===== src/rtl/header_shift_loader.sv =====
// -----------------------------------------------------------------------------
// header_shift_loader
//
// Byte-stream front end for the mining controller. It hunts for a two-byte
// sync pattern (SYNC_B0, SYNC_B1), then shifts in MID_BYTES of SHA-256
// midstate followed by TAIL_BYTES of block-header tail. The loaded words are
// held stable until the controller reports IDLE (ctrl_state == 3'b000).
//
// Optional feature: define HDR_TIMEOUT_EN to abort a load after
// TIMEOUT_CYCLES consecutive idle cycles in SYNC1, LOAD_MID or LOAD_TAIL.
// Without it, load_abort is constant 0 and gaps are unbounded.
//
// Ports:
//   clk                    system clock, rising edge
//   n_rst                  asynchronous active-low reset
//   rx_data[7:0]           incoming byte
//   rx_valid               rx_data valid this cycle
//   rx_ready               loader accepts a byte this cycle
//   ctrl_state[2:0]        controller state, 3'b000 = IDLE (used only in DONE)
//   start_found            one-cycle pulse after the sync pattern is taken
//   midstate_shifts_done   level: midstate fully loaded
//   remaining_shifts_done  level: header tail fully loaded
//   midstate               loaded midstate, first byte in the MSBs
//   header_tail            loaded tail, first byte in the MSBs
//   load_abort             one-cycle pulse on load timeout
// -----------------------------------------------------------------------------
module header_shift_loader #(
    parameter logic [7:0] SYNC_B0    = 8'h55,
    parameter logic [7:0] SYNC_B1    = 8'hAA,
    parameter int         MID_BYTES  = 32,
    parameter int         TAIL_BYTES = 12
`ifdef HDR_TIMEOUT_EN
    ,
    parameter int         TIMEOUT_CYCLES = 1024
`endif
) (
    input  logic                    clk,
    input  logic                    n_rst,
    input  logic [7:0]              rx_data,
    input  logic                    rx_valid,
    output logic                    rx_ready,
    input  logic [2:0]              ctrl_state,
    output logic                    start_found,
    output logic                    midstate_shifts_done,
    output logic                    remaining_shifts_done,
    output logic [8*MID_BYTES-1:0]  midstate,
    output logic [8*TAIL_BYTES-1:0] header_tail,
    output logic                    load_abort
);

    typedef enum logic [2:0] {
        S_HUNT,
        S_SYNC1,
        S_LOAD_MID,
        S_LOAD_TAIL,
        S_DONE
    } state_t;

    localparam logic [5:0] MID_LAST  = 6'(MID_BYTES - 1);
    localparam logic [5:0] TAIL_LAST = 6'(TAIL_BYTES - 1);

    state_t     state_q, state_d;
    logic [5:0] cnt_q;
    logic       accept;
    logic       sync_hit;
    logic       mid_shift;
    logic       tail_shift;
    logic       timeout_hit;

    // NOTE: every signal assigned in this block gets a default first, so no
    // path leaves a value unassigned and no latch is inferred.
    always_comb begin
        rx_ready              = (state_q != S_DONE);
        accept                = rx_valid && rx_ready;
        midstate_shifts_done  = (state_q == S_LOAD_TAIL) || (state_q == S_DONE);
        remaining_shifts_done = (state_q == S_DONE);
        state_d               = state_q;
        sync_hit              = 1'b0;
        mid_shift             = 1'b0;
        tail_shift            = 1'b0;

        case (state_q)
            S_HUNT: begin
                if (accept && rx_data == SYNC_B0) state_d = S_SYNC1;
            end
            S_SYNC1: begin
                if (accept) begin
                    if (rx_data == SYNC_B1) begin
                        state_d  = S_LOAD_MID;
                        sync_hit = 1'b1;
                    end else if (rx_data != SYNC_B0) begin
                        // A repeated SYNC_B0 may still be the start of a sync.
                        state_d = S_HUNT;
                    end
                end
            end
            S_LOAD_MID: begin
                if (accept) begin
                    mid_shift = 1'b1;
                    if (cnt_q == MID_LAST) state_d = S_LOAD_TAIL;
                end
            end
            S_LOAD_TAIL: begin
                if (accept) begin
                    tail_shift = 1'b1;
                    if (cnt_q == TAIL_LAST) state_d = S_DONE;
                end
            end
            S_DONE: begin
                if (ctrl_state == 3'b000) state_d = S_HUNT;
            end
            default: state_d = S_HUNT;
        endcase

        // The timeout overrides whatever the load section decided.
        if (timeout_hit) state_d = S_HUNT;
    end

    // NOTE: sequential state uses non-blocking assignments so every register
    // samples the pre-edge values, independent of block ordering.
    always_ff @(posedge clk or negedge n_rst) begin
        if (!n_rst) state_q <= S_HUNT;
        else        state_q <= state_d;
    end

    // NOTE: the wide shift registers are reset as well, because a reset in the
    // middle of a load must leave no partial data visible.
    always_ff @(posedge clk or negedge n_rst) begin
        if (!n_rst) begin
            cnt_q       <= '0;
            midstate    <= '0;
            header_tail <= '0;
            start_found <= 1'b0;
        end else begin
            start_found <= sync_hit;
            if (timeout_hit) begin
                cnt_q       <= '0;
                midstate    <= '0;
                header_tail <= '0;
            end else if (mid_shift) begin
                midstate <= {midstate[8*MID_BYTES-9:0], rx_data};
                cnt_q    <= (cnt_q == MID_LAST) ? 6'd0 : cnt_q + 6'd1;
            end else if (tail_shift) begin
                header_tail <= {header_tail[8*TAIL_BYTES-9:0], rx_data};
                cnt_q       <= (cnt_q == TAIL_LAST) ? 6'd0 : cnt_q + 6'd1;
            end
        end
    end

`ifdef HDR_TIMEOUT_EN
    localparam logic [9:0] IDLE_LAST = 10'(TIMEOUT_CYCLES - 1);

    logic [9:0] idle_q;
    logic       in_load;

    assign in_load     = (state_q == S_SYNC1) || (state_q == S_LOAD_MID) ||
                         (state_q == S_LOAD_TAIL);
    // Fires on the TIMEOUT_CYCLES-th consecutive cycle without an accepted byte.
    assign timeout_hit = in_load && !accept && (idle_q == IDLE_LAST);

    always_ff @(posedge clk or negedge n_rst) begin
        if (!n_rst) begin
            idle_q     <= '0;
            load_abort <= 1'b0;
        end else begin
            load_abort <= timeout_hit;
            if (!in_load || accept || timeout_hit) idle_q <= '0;
            else                                   idle_q <= idle_q + 10'd1;
        end
    end
`else
    assign timeout_hit = 1'b0;
    assign load_abort  = 1'b0;
`endif

endmodule


===== config.mk =====
export PLATFORM = sky130hd
export DESIGN_NAME = header_shift_loader
export DESIGN_NICKNAME = d
export VERILOG_FILES = /design/src/rtl/header_shift_loader.sv
export SDC_FILE = /design/constraint.sdc
export NUM_CORES = 1
export LEC_CHECK = 0
export ABC_AREA = 1
export CAP_MARGIN = 15
export CELL_PAD_IN_SITES_DETAIL_PLACEMENT = 0
export CELL_PAD_IN_SITES_GLOBAL_PLACEMENT = 1
export CORE_MARGIN = 2
export CORE_UTILIZATION = 37
export DETAILED_ROUTE_END_ITERATION = 7
export PLACE_DENSITY = 0.82
export SLEW_MARGIN = 10
export SYNTH_ARGS = -nofsm -noshare
export SYNTH_HDL_FRONTEND = slang
export SYNTH_SLANG_ARGS = --single-unit
export TNS_END_PERCENT = 1

===== constraint.sdc =====
create_clock -name clk -period 1.82 [get_ports clk]
set_input_delay 0.364 -clock clk [delete_from_list [all_inputs] [get_ports clk]]
set_output_delay 0.364 -clock clk [all_outputs]
set_load 0.05 [all_outputs]

* After elaboration in Yosys (flattened, before gate mapping) *
Index checks and enable logic that the tools add are counted.

word-level totals
  flip-flop bits (word level) = 362
  bits of input ports = 14
  output and inout port bits = 357
  word-level logic and storage cells = 53

operators by class
  add/subtract/negate cells = 1
  equality and inequality tests = 18
  muxes and demuxes = 20
  bitwise logic cells = 1
  reductions and logical operators = 8

operators with widths
  cell                 count
  $mux 3               9
  $mux 6               4
  $pmux 3 s5           1
  $ne 2x2->1 const B   5
  $eq 8x7->1 const B   1
  $eq 8x8->1 const B   1
  $ne 8x7->1 const B   1
  $reduce_and 8->1     1
  $add 6x1->6 const B  1
  $eq 3x2->1 const B   2
  $eq 6x4->1 const B   1
  $eq 6x5->1 const B   1
  $logic_not 3->1      2
  $mux 1               6
  $ne 3x3->1 const B   2
  $ne 2x1->1 const B   2
  $eq 3x1->1 const B   1
  $eq 3x3->1 const B   1
  $logic_and 1x1->1    2
  $reduce_and 2->1     1
  $reduce_bool 2->1    1
  $logic_or 1x1->1     1
  $not 1->1            1

* Longest topological paths before layout *
  word-level depth = 6
  gate-level depth with buffers = 10
  depth with buffers taken out = 9

* Least setup slack after synthesis *
Ideal clock, no wire load.

  kind = register to output
  from = register state_q[1]
  to = output midstate_shifts_done
  arrival = 2466 ps
  data required time = 1456 ps
  setup slack = -1010 ps
  stages on the path, launching flop included = 6
  buffers on the path = 0
  path through = dfrtp_1 -> inv_2 -> nand2_1 -> nor2_1 -> inv_1 -> o21ai_0

on the way
  longest elaborated chain between the ends = 2
  elaborated cells on any way between the ends = 3
  those cells by class = eq/ne (2); reduce/logical (1)

RTL lines
  element                    line  text
  start: declaration         62    state_t state_q, state_d;
  start signal: assignment   123   else state_q <= state_d;
  $eq 3x3->1                 -
  net remaining_shifts_done  45    output logic remaining_shifts_done,
  $logic_or 1x1->1           75    midstate_shifts_done = (state_q == S_LOAD_TAIL) || (state_q == S_DONE);
  end: declaration           44    output logic midstate_shifts_done,

The timed path passes the listed nets, and every way through them passes these cells.

* Worst setup path in the final report *
  from = register state_q[2]
  to = output midstate_shifts_done

on the way
  longest elaborated chain between the ends = 2
  elaborated cells on any way between the ends = 3
  those cells by class = eq/ne (2); reduce/logical (1)

RTL lines
  element                                          line
  $eq 3x2->1 / $eq 3x3->1 (equally long branches)  75
  $logic_or 1x1->1 *                               75

Every way passes the cells marked *; elsewhere a longest branch is shown, timed or not.

==> flow_summary.yaml <==
timing:
  max_freq_ghz: 0.5328
  min_period_over_period_pct: 103.1
  rsz0062_at_grt: "true"
  finalCriticalPeriod_ns: 1.877
  finalSetupViolCount: 2
  timing.final.ws_setup_ns: -0.05682
  finalClockSkew_ns: 0.01470
  hold_viol: 0
  maxSlewViolCount: 0
  tns_ns: -0.08128
place:
  placed_cell_area_mm2: 0.01763
  dpl.hpwl_um: 27210
  gp_congestion: 0.8283
  port_buffers: 369
  preCtsSetupSlack_ns: -0.07047
logic_synthesis:
  syn_area_mm2: 0.01391
  yosys.area_share.simple_pct: 21.74
  yosysUniqueCellTypes: 23
  synth_edf_count: 0
  synth-async-reset-ratio_pct: 100.0
  synth_top_family_by_area: "simple AND/OR/NAND/NOR gates"
  yosysMostFrequentCell: "nand2_1"
  ys_seq_area_share_pct: 65.14
  synth_compound_area_share_pct: 1.701
  post_synth.cell_area_avg_um2: 9.961
  synth_common_cells: "nand2_1 (759), dfrtp_1 (362), mux2_2 (66)"
  synth_ff_type: "dfrtp_1"
  synth_fa_ha_area_share_pct: 0.08998
  synth.ff_latch_count: 362
  synth.mux.area_fraction_pct: 7.504
  syn_inst: 1396
  syn_nets: 1411
  synth_top_area_cell: "dfrtp_1"
  ys.warnings.count: 0
  synth.area.top_cells: "dfrtp_1 (65%), nand2_1 (20%), mux2_2 (5.3%)"
  yosysTopAreaCellShare_pct: 65.14
  synthXorXnorAreaFrac_pct: 0.06298
critical_path:
  r2r_slack_ns: 0.01
  crit_end: "midstate_shifts_done"
  end_kind: "output pin"
  timing.rr.start: "state_q[0]"
  critPathArrivalTime_ns: 1.51
  cp-start-kind: "register"
  cp.required_ns: 1.46
  rr_worst_depth: 8
  crit_type: "reg2out"
  worstPathMaxFanout: 4
  cp-startpoint: "state_q[2]"
  r2r-end: "cnt_q[0]"
layout:
  n_fill_cell: 3438
  final_net_count: 1816
  multiInputGateArea_mm2: 0.004372
  ff_latch_area_mm2: 0.009060
  fin_area_mm2: 0.01905
  synthToLayoutAreaGrowth_pct: 36.96
  drive_gt1_share_pct: 31.81
global_route:
  grt.overflow.total: 0
  grt_pass1_vias: 10634
  antenna_found_initial: 1
  track_usage_pct: 19.52
  grt_pass1_wl_um: 60300
  grt_max_degree: 69
floorplanning:
  dieWidth_um: 197.9
  row_count: 71
  start_util_pct: 37.27
  io-pin-count: 371
  die_h_um: 197.9
  die_area_mm2: 0.03915
  core-area_mm2: 0.03731
outcome:
  violations: "negative setup slack"
  status: "finished with violations"
routing:
  drc: 0
  drt_wl_total_um: 38440
  postRouteAntennaNets: 0
  initialDrtViolationCount: 625
  dr.pass1.iters: 7
  wl_per_cell_um: 16.66
  vias_per_cell: 4.635
  dr_total_vias: 10698
clocking:
  cts_tree: "done"
  clock-sinks: 362
  clk_path_buf_depth: 3
  clock_latency_ns: 0.54
  numCtsBuffers: 41
  htreeDepth: 2
  path_clk_slew_ns: 0.06
  root_buffer: "clkbuf_16"
worst_hold_path:
  hold_path.class: "in2async"
power_and_ir_drop:
  p_leak_nw: 10.99
  vdd_ir_drop_max_mv: 0.7152
  intPower_w: 0.01350
  p_seq_share_pct: 46.3
  powerDensity_mw_per_mm2: 960.7
  comb_power_share_pct: 10.2
  p_switching_w: 0.004802
  switching_share_pct: 26.24
  power_frac_clock_pct: 43.5
job:
  maxCapViolations: 0
[critical path, stage by stage (launching register included)]
cell	delay, ns
dfrtp_1	0.43
inv_2	0.13
nand2_2	0.08
o21ai_2	0.18
buf_12	0.16
[power groups by stage]
stage / Clock (W) / Combinational [W] / Sequential [W]
after floorplan: 0 / 0.000363 / 0.00927
after CTS: 0.00817 / 0.00188 / 0.00848
final: 0.00795 / 0.00187 / 0.00848
after global placement: 0 / 0.00177 / 0.00862
after detailed placement: 0 / 0.00179 / 0.00862
after global routing: 0.00850 / 0.00200 / 0.00850
[how the worst min path moves through the flow]
stage           from  cells after the start  slack, ns              end
6_report       n_rst                      2       0.34  header_tail[79]
3_5_place_dp   n_rst                      1       0.32    midstate[116]
2_1_floorplan  n_rst                      0       0.07         cnt_q[0]
5_1_grt        n_rst                      2       0.37  header_tail[71]
3_3_place_gp   n_rst                      1       0.31  header_tail[79]
4_1_cts        n_rst                      2       0.34  header_tail[71]
[timing repair]
action | in CTS | in global routing
pin swaps | 4 | 1
hold buffers | 1 | 0
setup endpoints to repair | 3 | 61
endpoints found under the hold margin | 33 | 0
resized for setup | 7 | 1
buffers inserted | 9 | 0
[registers in the layout, summed over array words and instances, names as in the netlist]
name	count
start_found	1
header_tail	96
cnt_q	6
midstate	256
state_q	3
[stage by stage]
step | instances | util (%) | hold WS (ns) | power, W
after floorplan | 1396 | - | 0.06841 | 0.009634
after global placement | 2222 | 47.26 | 0.3135 | 0.01040
after detailed placement | 2222 | 47.26 | 0.3174 | 0.01041
after CTS | 2307 | 51.03 | 0.3418 | 0.01853
after global routing | 2308 | 51.05 | 0.3685 | 0.01901
final | 2308 | 51.05 | 0.3425 | 0.01830
[layout by cell type, fill, tap and decap left out, types with 10 or more instances in the layout]
cell             synthesis  final
nand2_1                759    757
mux2_4                  20     20
buf_4                   21    393
inv_1                   29     27
dfrtp_1                362    361
nand3_1                 11     10
nor2_1                  18     17
mux2_2                  66     66
clkdlybuf4s50_1          0     12
clkbuf_1                14     10
buf_12                   0     24
o21ai_0                 37     36
clkbuf_16                0     43
[metal layers]
layer	routed length, µm	track usage (%)	up-vias
met5	0	0	-
met4	1041	6.238	0
met3	2860	5.416	62
met2	17460	30.27	326
met1	17080	26.60	5162
li1	-	-	5148
[area by class of cell]
cell class / count / area share [%]
well taps: 474 / 3.114
multi-input cells: 933 / 22.95
inverters: 32 / 0.6832
flip-flops and latches: 362 / 47.57
diodes: 1 / 0.01314
clock inverters: 14 / 0.4664
repair buffers: 431 / 18.78
clock buffers: 61 / 6.425
[cell families (layout without fill, tap and decap cells)]
logic type                 count (synthesis)  count (layout)
AOI/OAI and AO/OA                         47              47
buffers and inverters                    101             538
and+or+nand+nor                          797             797
DFF                                      362             362
muxes                                     86              86
other                                      1               2
xor gates and xnor gates                   1               1
adders and majority gates                  1               1
Note: power is estimated with default switching activity, not from simulation.
